$ cat config.mk
export PLATFORM = sky130hd
export DESIGN_NAME = ps2_keyboard
export DESIGN_NICKNAME = d
export VERILOG_FILES = /design/src/rtl/ps2_keyboard_pkg.sv /design/src/rtl/ps2_keymap.sv /design/src/rtl/ps2_keyboard.sv
export SDC_FILE = /design/constraint.sdc
export NUM_CORES = 1
export LEC_CHECK = 0
export ABC_CLOCK_PERIOD_IN_PS = 3580
export CORE_UTILIZATION = 55
export CTS_CLUSTER_DIAMETER = 100
export CTS_CLUSTER_SIZE = 16
export DETAILED_ROUTE_END_ITERATION = 6
export PLACE_DENSITY = 0.78
export SLEW_MARGIN = 10
export SYNTH_ARGS = -nofsm -noshare
export SYNTH_HDL_FRONTEND = slang
export SYNTH_SLANG_ARGS = --single-unit
$ cat constraint.sdc
create_clock -name clk -period 3.58 [get_ports clk]
set_input_delay 0.895 -clock clk [delete_from_list [all_inputs] [get_ports clk]]
set_output_delay 0.895 -clock clk [all_outputs]
set_load 0.05 [all_outputs]
$ cat src/rtl/ps2_keyboard_pkg.sv
// Shared definitions for the PS/2 keyboard receiver: frame FSM states,
// PS/2 prefix bytes, Hack special keycodes and a parity helper.
package ps2_keyboard_pkg;

    typedef enum logic [1:0] {
        ST_IDLE,
        ST_DATA,
        ST_PARITY,
        ST_STOP
    } ps2_state_t;

    localparam logic [7:0] PS2_PREFIX_EXT = 8'hE0;
    localparam logic [7:0] PS2_PREFIX_BRK = 8'hF0;

    localparam logic [7:0] KEY_NEWLINE   = 8'd128;
    localparam logic [7:0] KEY_BACKSPACE = 8'd129;
    localparam logic [7:0] KEY_LEFT      = 8'd130;
    localparam logic [7:0] KEY_UP        = 8'd131;
    localparam logic [7:0] KEY_RIGHT     = 8'd132;
    localparam logic [7:0] KEY_DOWN      = 8'd133;
    localparam logic [7:0] KEY_HOME      = 8'd134;
    localparam logic [7:0] KEY_END       = 8'd135;
    localparam logic [7:0] KEY_PGUP      = 8'd136;
    localparam logic [7:0] KEY_PGDN      = 8'd137;
    localparam logic [7:0] KEY_INSERT    = 8'd138;
    localparam logic [7:0] KEY_DELETE    = 8'd139;
    localparam logic [7:0] KEY_ESC       = 8'd140;
    localparam logic [7:0] KEY_F1        = 8'd141;

    // A PS/2 frame is valid when data plus parity bit hold an odd number of ones.
    function automatic logic odd_parity_ok(input logic [7:0] data, input logic parity);
        return ^{data, parity};
    endfunction

endpackage

$ cat src/rtl/ps2_keymap.sv
// Combinational translation of {extended flag, set-2 scan code} to a Hack
// keycode; 0 means the key has no Hack equivalent.
module ps2_keymap
    import ps2_keyboard_pkg::*;
(
    input  logic       ext,
    input  logic [7:0] scan,
    output logic [7:0] code
);

    // Lookup table; extended and plain scan codes live in separate spaces.
    always_comb begin
        code = '0;
        if (!ext) begin
            case (scan)
                8'h1C: code = 8'd65;  8'h32: code = 8'd66;  8'h21: code = 8'd67;
                8'h23: code = 8'd68;  8'h24: code = 8'd69;  8'h2B: code = 8'd70;
                8'h34: code = 8'd71;  8'h33: code = 8'd72;  8'h43: code = 8'd73;
                8'h3B: code = 8'd74;  8'h42: code = 8'd75;  8'h4B: code = 8'd76;
                8'h3A: code = 8'd77;  8'h31: code = 8'd78;  8'h44: code = 8'd79;
                8'h4D: code = 8'd80;  8'h15: code = 8'd81;  8'h2D: code = 8'd82;
                8'h1B: code = 8'd83;  8'h2C: code = 8'd84;  8'h3C: code = 8'd85;
                8'h2A: code = 8'd86;  8'h1D: code = 8'd87;  8'h22: code = 8'd88;
                8'h35: code = 8'd89;  8'h1A: code = 8'd90;
                8'h45: code = 8'd48;  8'h16: code = 8'd49;  8'h1E: code = 8'd50;
                8'h26: code = 8'd51;  8'h25: code = 8'd52;  8'h2E: code = 8'd53;
                8'h36: code = 8'd54;  8'h3D: code = 8'd55;  8'h3E: code = 8'd56;
                8'h46: code = 8'd57;
                8'h29: code = 8'd32;
                8'h5A: code = KEY_NEWLINE;
                8'h66: code = KEY_BACKSPACE;
                8'h76: code = KEY_ESC;
                8'h05: code = KEY_F1;
                8'h06: code = KEY_F1 + 8'd1;
                8'h04: code = KEY_F1 + 8'd2;
                8'h0C: code = KEY_F1 + 8'd3;
                8'h03: code = KEY_F1 + 8'd4;
                8'h0B: code = KEY_F1 + 8'd5;
                8'h83: code = KEY_F1 + 8'd6;
                8'h0A: code = KEY_F1 + 8'd7;
                8'h01: code = KEY_F1 + 8'd8;
                8'h09: code = KEY_F1 + 8'd9;
                8'h78: code = KEY_F1 + 8'd10;
                8'h07: code = KEY_F1 + 8'd11;
                default: code = '0;
            endcase
        end else begin
            case (scan)
                8'h6B: code = KEY_LEFT;
                8'h75: code = KEY_UP;
                8'h74: code = KEY_RIGHT;
                8'h72: code = KEY_DOWN;
                8'h6C: code = KEY_HOME;
                8'h69: code = KEY_END;
                8'h7D: code = KEY_PGUP;
                8'h7A: code = KEY_PGDN;
                8'h70: code = KEY_INSERT;
                8'h71: code = KEY_DELETE;
                default: code = '0;
            endcase
        end
    end

endmodule

$ cat src/rtl/ps2_keyboard.sv
// PS/2 keyboard receiver: synchronises the PS/2 lines, deserialises frames,
// decodes make/break/E0 sequences and holds the Hack KBD register value.
module ps2_keyboard
    import ps2_keyboard_pkg::*;
#(
    parameter int unsigned CLK_HZ      = 27_000_000,
    parameter int unsigned TIMEOUT_US  = 2000,
    parameter int unsigned SYNC_STAGES = 2
) (
    input  logic        clk,
    input  logic        rst_n,
    input  logic        ps2_clk,
    input  logic        ps2_data,
    output logic [15:0] key,
    output logic        key_valid,
    output logic        frame_err
);

    localparam int unsigned TIMEOUT_CYC = CLK_HZ / 1_000_000 * TIMEOUT_US;
    localparam int unsigned CNT_W       = $clog2(TIMEOUT_CYC + 1);

    logic [SYNC_STAGES-1:0] clk_sync;
    logic [SYNC_STAGES-1:0] data_sync;
    logic                   clk_prev;
    logic                   ps2_clk_s;
    logic                   ps2_data_s;
    logic                   fall;

    ps2_state_t             state;
    ps2_state_t             next_state;
    logic [7:0]             shift;
    logic [2:0]             bit_cnt;
    logic                   parity_bit;
    logic [CNT_W-1:0]       tmo_cnt;

    logic                   byte_done;
    logic                   frame_bad;
    logic                   timeout;

    logic                   ext_flag;
    logic                   brk_flag;
    logic [7:0]             key_code;
    logic [7:0]             map_code;

    assign ps2_clk_s  = clk_sync[SYNC_STAGES-1];
    assign ps2_data_s = data_sync[SYNC_STAGES-1];
    assign fall       = clk_prev & ~ps2_clk_s;
    assign key        = {8'h00, key_code};

    ps2_keymap u_keymap (
        .ext  (ext_flag),
        .scan (shift),
        .code (map_code)
    );

    // Bring both PS/2 lines into the clk domain; idle level is high.
    always_ff @(posedge clk or negedge rst_n) begin
        if (!rst_n) begin
            clk_sync  <= '1;
            data_sync <= '1;
            clk_prev  <= 1'b1;
        end else begin
            clk_sync  <= {clk_sync[SYNC_STAGES-2:0], ps2_clk};
            data_sync <= {data_sync[SYNC_STAGES-2:0], ps2_data};
            clk_prev  <= ps2_clk_s;
        end
    end

    // Frame FSM state register.
    always_ff @(posedge clk or negedge rst_n) begin
        if (!rst_n) state <= ST_IDLE;
        else        state <= next_state;
    end

    // Frame FSM transitions, byte acceptance and error detection.
    always_comb begin
        next_state = state;
        byte_done  = 1'b0;
        frame_bad  = 1'b0;
        timeout    = 1'b0;
        if (fall) begin
            case (state)
                ST_IDLE:   if (!ps2_data_s) next_state = ST_DATA;
                ST_DATA:   if (bit_cnt == 3'd7) next_state = ST_PARITY;
                ST_PARITY: next_state = ST_STOP;
                ST_STOP: begin
                    next_state = ST_IDLE;
                    if (ps2_data_s && odd_parity_ok(shift, parity_bit)) byte_done = 1'b1;
                    else                                               frame_bad = 1'b1;
                end
                default:   next_state = ST_IDLE;
            endcase
        end else if (state != ST_IDLE && tmo_cnt == CNT_W'(1)) begin
            timeout    = 1'b1;
            next_state = ST_IDLE;
        end
    end

    // Shift register, bit counter, parity capture and inter-edge timeout counter.
    always_ff @(posedge clk or negedge rst_n) begin
        if (!rst_n) begin
            shift      <= '0;
            bit_cnt    <= '0;
            parity_bit <= 1'b0;
            tmo_cnt    <= '0;
        end else begin
            if (fall) begin
                tmo_cnt <= CNT_W'(TIMEOUT_CYC);
                case (state)
                    ST_IDLE:   bit_cnt <= '0;
                    ST_DATA: begin
                        shift   <= {ps2_data_s, shift[7:1]};
                        bit_cnt <= bit_cnt + 3'd1;
                    end
                    ST_PARITY: parity_bit <= ps2_data_s;
                    default: ;
                endcase
            end else if (state != ST_IDLE && tmo_cnt != '0) begin
                tmo_cnt <= tmo_cnt - CNT_W'(1);
            end
        end
    end

    // Prefix tracking, held-key register and the one-cycle status pulses.
    always_ff @(posedge clk or negedge rst_n) begin
        if (!rst_n) begin
            ext_flag  <= 1'b0;
            brk_flag  <= 1'b0;
            key_code  <= '0;
            key_valid <= 1'b0;
            frame_err <= 1'b0;
        end else begin
            key_valid <= 1'b0;
            frame_err <= frame_bad | timeout;
            if (frame_bad || timeout) begin
                ext_flag <= 1'b0;
                brk_flag <= 1'b0;
            end else if (byte_done) begin
                if (shift == PS2_PREFIX_EXT) begin
                    ext_flag <= 1'b1;
                end else if (shift == PS2_PREFIX_BRK) begin
                    brk_flag <= 1'b1;
                end else begin
                    ext_flag <= 1'b0;
                    brk_flag <= 1'b0;
                    if (!brk_flag) begin
                        if (map_code != '0 && map_code != key_code) begin
                            key_code  <= map_code;
                            key_valid <= 1'b1;
                        end
                    end else if (map_code == key_code && key_code != '0) begin
                        key_code  <= '0;
                        key_valid <= 1'b1;
                    end
                end
            end
        end
    end

endmodule

==> flow_summary.ini <==
[run_status]
outcome = finished clean

[logic_synthesis]
async_flop_share_pct = 100
synth_common_cells = 42 x dfrtp_1, 39 x nor2_1, 38 x nand2_1
yosys.area.top_type_share_pct = 26.6
yosysMostFrequentCell = dfrtp_1
synth_area_leader_cell = dfrtp_1
synth.distinct_cells = 76
synth_seq_cells = 47
synth_edf_count = 0
synth_area_um2 = 3950
yosysWarnings = 0
ys.flop_type = dfrtp_1
synthTopCellsByArea = dfrtp_1 27%, ha_1 4.7%, nor2_1 3.7%
ys_seq_area_share_pct = 29.9
syn-instance-count = 468
synth.avg_cell_area_um2 = 8.45

[routing]
drtIter0Drc = 365
routedWlPerCell_um = 17.3
routed_wl_um = 10100
vias = 3654
ant_nets = 0
drcViolationCount = 0
vias_per_cell = 6.26
drt_pass1_iterations = 6

[pwr]
swShare_pct = 43.4
p_per_area_nw_per_um2 = 552
p_comb_share_pct = 54.4
intPower_uw = 1370
irDropWorstVdd_mv = 0.315
p_leak_uw = 0.00178
switchingPower_uw = 1050
power_frac_clock_pct = 16.3
seq_power_share_pct = 29.3

[critical_path]
crit_type = flop to flop
cp.arrival_ns = 3.59
cp_common_cell = or4_4
path_max_fanout = 10
start_kind = flop
crit_chain = or3_4, buf_4, nor4_4, o32ai_1, a31o_1, a211o_1, or4_4, or4_4, nand2_1, mux2i_1
required_ns = 3.76
crit_path_end_kind = flop
slowest_delay_ns = 0.59
cp_slowest_cell = or4_4

[clock_network]
cts_buffer_depth = 2
cts.sinks = 47
cts_made_buffers = 5
clock_latency_ns = 0.30
htreeDepth = 2
cts_tree = done
clk_pin_slew_ns = 0.10
cts_root_buf = clkbuf_8

[sta]
fin_crit_ns = 3.41
maxSlewViolCount = 0
clock_skew_ns = 0.0172
rsz0062_at_grt = false
slew-limit-headroom_pct = 32.6
fmaxAchievable_mhz = 294
hold_ws_ns = 0.362
worst_slew_pin_slew_ns = 1.01
tns_ns = 0
hold_viol = 0
setup_viol = 0
post-route-period-util_pct = 95.2

[floorplanning]
placementRows = 30
io_pins = 22
die_x_um = 86.8
core-area_um2 = 6870
initial_utilization_pct = 57.5
die_area_um2 = 7530
die_y_um = 86.8

[final_layout]
fin_nets = 506
fin_util_pct = 64.0
syn2layout_area_growth_pct = 11.3
drive_gt1_share_pct = 14.8
design_area_um2 = 4400
antenna_cells = 0
fill_cells = 577

[grt]
gr-total-overflow = 0
grt_pass1_wl_um = 16500
grt_pass1_vias = 3432
grt_max_degree = 48
antenna_found_initial = 0
groute.usage.overall_pct = 28.1

[job]
cap_viol_max_count = 0

[worst_hold_path]
worstHoldPathType = flop to flop

[placement]
dpl_cell_area_um2 = 4240
io_buffers = 13
place.gp.congestion = 1.00
dp_hpwl_um = 7520
-- final timing paths --
check	startpoint	to	slack, ns	cells past startpoint
min	clk_sync[0]	clk_sync[1]	0.36	0
max	shift[3]	key_code[7]	0.17	10
min reg2reg	clk_sync[0]	clk_sync[1]	0.36	0
min in group asynchronous	rst_n	tmo_cnt[3]	0.76	1
max reg2reg	shift[3]	key_code[7]	0.17	10
max in group asynchronous	rst_n	shift[6]	2.19	1
-- cell usage in the layout, fill, tap and decap left out, types with 6 or more instances in the layout --
master	count
conb_1	8
nor3_1	10
a21oi_1	28
clkdlybuf4s50_1	12
nor4_1	8
inv_1	12
dfrtp_1	42
nand3_1	10
nand3b_1	6
nand2b_1	17
nor3b_1	6
ha_1	14
o21ai_0	20
a211oi_1	8
buf_4	34
nor2b_1	17
and3_1	8
nand2_1	38
mux2_2	7
mux2i_1	12
xnor2_1	15
nor2_1	39
-- power groups by stage --
stage / Combinational (uW) / Sequential (uW) / Clock, uW
floorplan: 934 / 670 / 0
global placement: 1210 / 712 / 0
detailed placement: 1220 / 718 / 0
CTS: 1230 / 707 / 405
global route: 1440 / 726 / 426
finish: 1320 / 711 / 395
-- stage by stage --
| step | power [uW] | std cells | setup slack, ns |
|---|---|---|---|
| 2_1_floorplan | 1600 | 475 | 0.0598 |
| 3_3_place_gp | 1920 | 576 | 0.0774 |
| 3_5_place_dp | 1940 | 576 | 0.0639 |
| 4_1_cts | 2340 | 584 | 0.0433 |
| 5_1_grt | 2590 | 584 | 0.0117 |
| 6_report | 2430 | 584 | 0.173 |
-- state kept, by name (all words and copies together) (netlist names) --
name	cells
bit_cnt	3
brk_flag	1
clk_prev	1
clk_sync	2
data_sync	2
ext_flag	1
frame_err	1
key_code	8
key_valid	1
parity_bit	1
shift	8
state	2
tmo_cnt	16
-- per-layer routing --
layer	global-route usage, %	part of all wire [%]	vias to the layer above
li1	-	-	1726
met1	36.9	44	1747
met2	46.7	47	152
met3	3.52	5.4	29
met4	12.1	3.2	0
met5	0	0	-
-- worst max-delay path, delay by kind of cell, from the launching register on --
kind | cells | cell delay [ns]
flops | 1 | 0.53
buf+inv | 1 | 0.17
compound gates | 3 | 0.69
mux | 1 | 0.08
simple gates | 5 | 1.81
-- layout make-up --
class | instances | area (um2) | area share [%]
timing repair buffer | 48 | 400 | 9.10
multi-input combinational | 373 | 2530 | 57.6
inverter | 12 | 45.0 | 1.02
clock buffer | 5 | 68.8 | 1.56
clock inverter | 3 | 46.3 | 1.05
sequential | 47 | 1180 | 26.9
tap | 96 | 120 | 2.73
-- repair_timing --
| action | in CTS | in global routing |
|---|---|---|
| resized for setup | 0 | 8 |
| setup endpoints to repair | 0 | 9 |
| setup buffers | 0 | 0 |
| hold endpoints to repair | 0 | 0 |
| hold buffers | 0 | 0 |
-- cell families after synthesis --
group                      synth area share, %
other                                   0.0949
DFF                                       29.9
xor gates and xnor gates                  3.99
and+or+nand+nor                           26.8
adders and majority gates                 4.75
AOI/OAI and AO/OA                         20.6
buffers and inverters                     7.85
muxes                                     5.98
No activity file was read; power rests on OpenSTA's default activity.
==> RTL change 1: new RTL, same settings <==
Re-encode `ps2_state_t` (4 states) as one-hot, 4 bits wide.
--- a/src/rtl/ps2_keyboard_pkg.sv
+++ b/src/rtl/ps2_keyboard_pkg.sv
@@ -3,9 +3,9 @@
 package ps2_keyboard_pkg;
 
-    typedef enum logic [1:0] {
-        ST_IDLE,
-        ST_DATA,
-        ST_PARITY,
-        ST_STOP
+    typedef enum logic [3:0] {
+        ST_IDLE   = 4'b0001,
+        ST_DATA   = 4'b0010,
+        ST_PARITY = 4'b0100,
+        ST_STOP   = 4'b1000
     } ps2_state_t;
 
Check against the original RTL: same outputs for any inputs over 10 cycles, from zero or initial values and one cycle with rst_n low; not proved beyond that.
==> RTL change 1 against the unedited design <==
  * The run now ends with design-rule violations left
  * Clock skew up 0.0013 ns
  * Critical path type unchanged
  * Largest power group unchanged
  * Sequential cell count up 2
  * Total power shrank 27%
  * Final area shrank 1.8%
  * Non-clock buffer count shrank 8
  * Area after synthesis is 0.82% higher
  * Worst setup slack better by 0.11 ns
  * Die area increased by 0.81%
  * Sequential share of layout area up 1.7 points
  * Routed wire length grew 4.8%
==> RTL change 1: results (changes against the unedited design) <==
stage,metric,value,unit,change
status,outcome,"finished, violations left",,
status,failing checks,design-rule violations,,
worst_setup_path,critical path data arrival time,3.50,ns,-0.09 ns
timing,Clock Skews,0.0185,ns,+0.00132 ns
global_routing,gr usage total,29.8,%,+1.7 points
worst_setup_path,CP max-delay cell,dfrtp_1,,
power,Max rail drop VDD,0.000284,V,-9.9%
yosys,Synth Area in XOR/XNOR,5.27,%,+1.3 points
worst_setup_path,Crit Path Max Fanout,8,,-2
finish,post-layout net count,492,,-2.8%
global_routing,largest net degree at the start of global routing,50,,+4.2%
yosys,multiplexer area fraction after synthesis,3.23,%,-2.7 points
yosys,Commonest cells post-synth,"dfrtp_1 (43), nand2_1 (43), nor2_1 (29), o21ai_0 (25)",,
yosys,sequential area share after synthesis,31.0,%,+1.0 points
yosys,Post-Synth Adder-Cell Area,3.45,%,-1.3 points
routing,drt first pass iters,7,,+1
routing,# DRC,7,,+7
global_routing,first-pass GRT wire length,17500,um,+6.0%
routing,drt first-iter violations,346,,-5.2%
placed_design,Area after DPL,4220,um2,-0.47%
worst_setup_path,Worst Reg2Reg Path Length in Cells,11,,+1
placed_design,Final Wtd Congestion,0.955,,-4.4%
finish,layout cells sized above 1,13.4,%,-1.4 points
timing,worst relative slew slack,50.0,%,+17 points
routing,DR WL/cell,18.4,um,+6.6%
power,Leak Pwr,1.75,nW,-2.1%
placed_design,Place WS,0.260,ns,+0.196 ns
[RTL change 1: changes by cell type after synthesis, sizes merged, moves of 6 or more]
cell / unedited run / this run
a21o: 1 / 9
o21ai: 22 / 29
nor2b: 17 / 10
a211oi: 8 / 2
nand3: 10 / 18
and3b: 1 / 8
nor2: 39 / 29
nand2: 38 / 44
a21oi: 28 / 17
a32oi: 0 / 6
mux2i: 12 / 5
nand2b: 17 / 11
[RTL change 1: area by class of cell]
class	count	area, um2
Tap cell	96	120
Multi-Input combinational cell	367	2490
Timing Repair Buffer	40	330
Inverter	14	52.6
Clock buffer	6	72.6
Clock inverter	2	15.0
Fill cell	604	2590
Sequential cell	49	1230
[RTL change 1: logic make-up after synthesis]
group           count (synthesis)
fa+ha+maj                      11
compound gates                129
mux                            11
flops                          49
xor+xnor                       24
simple gates                  184
other cells                     1
buf+inv                        54
[RTL change 1: power by group through the flow]
| stage | Sequential, mW | Clock (mW) | Combinational (mW) |
|---|---|---|---|
| 2_1_floorplan | 0.642 | 0 | 0.609 |
| 3_3_place_gp | 0.666 | 0 | 0.749 |
| 3_5_place_dp | 0.668 | 0 | 0.783 |
| 4_1_cts | 0.657 | 0.330 | 0.785 |
| 5_1_grt | 0.667 | 0.349 | 0.876 |
| 6_report | 0.658 | 0.321 | 0.792 |
[RTL change 1: per-layer routing]
| metal | wire, um | global-route usage, % | vias up |
|---|---|---|---|
| met3 | 622 | 4.55 | 35 |
| met4 | 339 | 11.6 | 0 |
| li1 | - | - | 1718 |
| met1 | 4480 | 39.4 | 1760 |
| met5 | 0 | 0 | - |
| met2 | 5140 | 49.4 | 175 |
[RTL change 1: path summary, 6_finish.rpt]
check | startpoint | end | slack (ns)
worst max-delay path | shift[0]$_DFFE_PN0P_ | key_valid$_DFF_PN0_ | 0.28
min in group asynchronous | rst_n | tmo_cnt[10]$_DFFE_PN0P_ | 0.60
worst min register to register | clk_sync[0]$_DFF_PN1_ | clk_sync[1]$_DFF_PN1_ | 0.36
worst max register to register | shift[0]$_DFFE_PN0P_ | key_valid$_DFF_PN0_ | 0.28
max in group asynchronous | rst_n | shift[6]$_DFFE_PN0P_ | 2.56
worst min-delay path | clk_sync[0]$_DFF_PN1_ | clk_sync[1]$_DFF_PN1_ | 0.36
[RTL change 1: critical path: cells and delay by family, from the launching register on]
kind / cells / cell delay (ns)
AOI/OAI and AO/OA: 3 / 0.80
and+or+nand+nor: 3 / 0.51
DFF: 1 / 0.49
muxes: 1 / 0.46
adders and majority gates: 1 / 0.43
buffers and inverters: 2 / 0.32
xor gates and xnor gates: 1 / 0.19
[RTL change 1: through the flow]
step	power (mW)	instances
2_1_floorplan	1.25	470
3_3_place_gp	1.41	566
3_5_place_dp	1.45	566
4_1_cts	1.77	574
5_1_grt	1.89	574
6_report	1.77	574
==> RTL change 2: new RTL, same settings <==
Without the edit above. `TIMEOUT_US`: 2000 -> 1000.
--- a/src/rtl/ps2_keyboard.sv
+++ b/src/rtl/ps2_keyboard.sv
@@ -5,5 +5,5 @@
 #(
     parameter int unsigned CLK_HZ      = 27_000_000,
-    parameter int unsigned TIMEOUT_US  = 2000,
+    parameter int unsigned TIMEOUT_US  = 1000,
     parameter int unsigned SYNC_STAGES = 2
 ) (
Function: no difference found for any inputs over 10 cycles, from zero or initial values and one cycle with rst_n low; that may be too few to reach the edited logic, so the function may still have changed.
==> RTL change 2 against the unedited design <==
  * Sequential cell count down 1
  * Routed wire length up 1.9%
  * Clock power down 16%
  * Sequential share of layout area down 0.60 points
  * Highest routed layer unchanged
  * Area after synthesis up 4.7%
  * Final area up 0.11%
  * Worst setup slack better by 0.12 ns
  * Total power down 0.78%
  * Sequential power up 0.6%
==> RTL change 2: results (changes against the unedited design) <==
stage,metric,value,unit,change
finish,top flop regs,"tmo_cnt (15), key_code (8), shift (8)",,
power,Leak Pwr,1.64,nW,-8.1%
timing,final hold slack,0.360,ns,-0.00213 ns
clock_network,clk slew on worst S/H paths,0.10,ns,about the same
yosys,sequential area share after synthesis,28.0,%,-1.9 points
yosys,Commonest cells post-synth,"nand2_1 (46), dfrtp_1 (41), o21ai_0 (29), nor2_1 (28)",,
global_routing,met1 Use GR,37.1,%,+0.23 points
finish,# fillers,626,,+8.5%
routing,drt via density,6.35,,+1.4%
placed_design,Final Wtd Congestion,0.970,,-3.0%
finish,post-layout net count,502,,-0.79%
global_routing,GRT met3 Usage,5.50,%,+2.0 points
worst_setup_path,Crit Path Max Fanout,11,,+1
worst_setup_path,reg2reg setup slack,0.30,ns,+0.12 ns
yosys,Netlist cell types,89,,+17%
worst_setup_path,Critical Path Source,shift[1]$_DFFE_PN0P_,,
global_routing,gr usage total,27.7,%,-0.43 points
global_routing,M2 GR Usage,44.3,%,-2.3 points
power,Max rail drop VDD,0.000290,V,-7.9%
routing,DR WL/cell,17.6,um,+2.0%
routing,drt first-iter violations,327,,-10%
global_routing,number of global-route vias before repair,3383,,-1.4%
placed_design,Detailed Place HPWL,7620,um,+1.3%
timing,Clock Skews,0.0157,ns,-0.00148 ns
yosys,synth top area cells,"dfrtp_1 (25%), ha_1 (4.5%), nand2_1 (4.2%)",,
timing,worst relative slew slack,31.7,%,-0.97 points
status,outcome,finished clean,,
## RTL change 2: report_power, final
group | switching [mW] | internal [mW]
Sequential | 0.125 | 0.590
Combinational | 0.800 | 0.562
Clock | 0.191 | 0.140
Total | 1.12 | 1.29
## RTL change 2: cell families after synthesis
| kind of cell | synth area share (%) |
|---|---|
| flops | 28.0 |
| simple gates | 26.1 |
| fa+ha+maj | 4.54 |
| other cells | 0.0906 |
| mux | 7.56 |
| xor+xnor | 4.23 |
| compound gates | 21.7 |
| buf+inv | 7.77 |
## RTL change 2: layout make-up
| class | count | area share (%) |
|---|---|---|
| Multi-Input combinational cell | 381 | 61.2 |
| Sequential cell | 46 | 26.3 |
| Timing Repair Buffer | 30 | 6.02 |
| Tap cell | 99 | 2.81 |
| Inverter | 19 | 1.62 |
| Clock buffer | 5 | 1.56 |
| Clock inverter | 3 | 0.540 |
## RTL change 2: what timing repair did
action / in CTS / in global routing
setup buffers: 0 / 0
gates resized for setup: 0 / 2
endpoints found under the setup margin: 0 / 8
## RTL change 2: metrics by stage
step	cell area [um2]	setup WS, ns	std cells	total power, mW
2_1_floorplan	4160	0.392	487	1.77
3_3_place_gp	4300	0.335	575	2.04
3_5_place_dp	4300	0.176	575	2.06
4_1_cts	4400	0.166	583	2.39
5_1_grt	4400	0.0228	583	2.58
6_report	4400	0.298	583	2.41
## RTL change 2: critical path, stage by stage, from the launching register on
cell and delay, ns:
dfrtp_1 0.38, inv_1 0.18, ha_1 0.42, o21bai_1 0.15, a2111oi_2 0.51, mux2_2 0.39, o221ai_1 0.11, nor3b_2 0.29
nand4_4 0.18, o211ai_4 0.35, mux2i_1 0.24
## RTL change 2: per-layer routing
metal / vias to the layer above / wire length [um]
li1: 1765 / -
met2: 117 / 4860
met1: 1791 / 4550
met3: 27 / 584
met5: - / 0
met4: 0 / 287
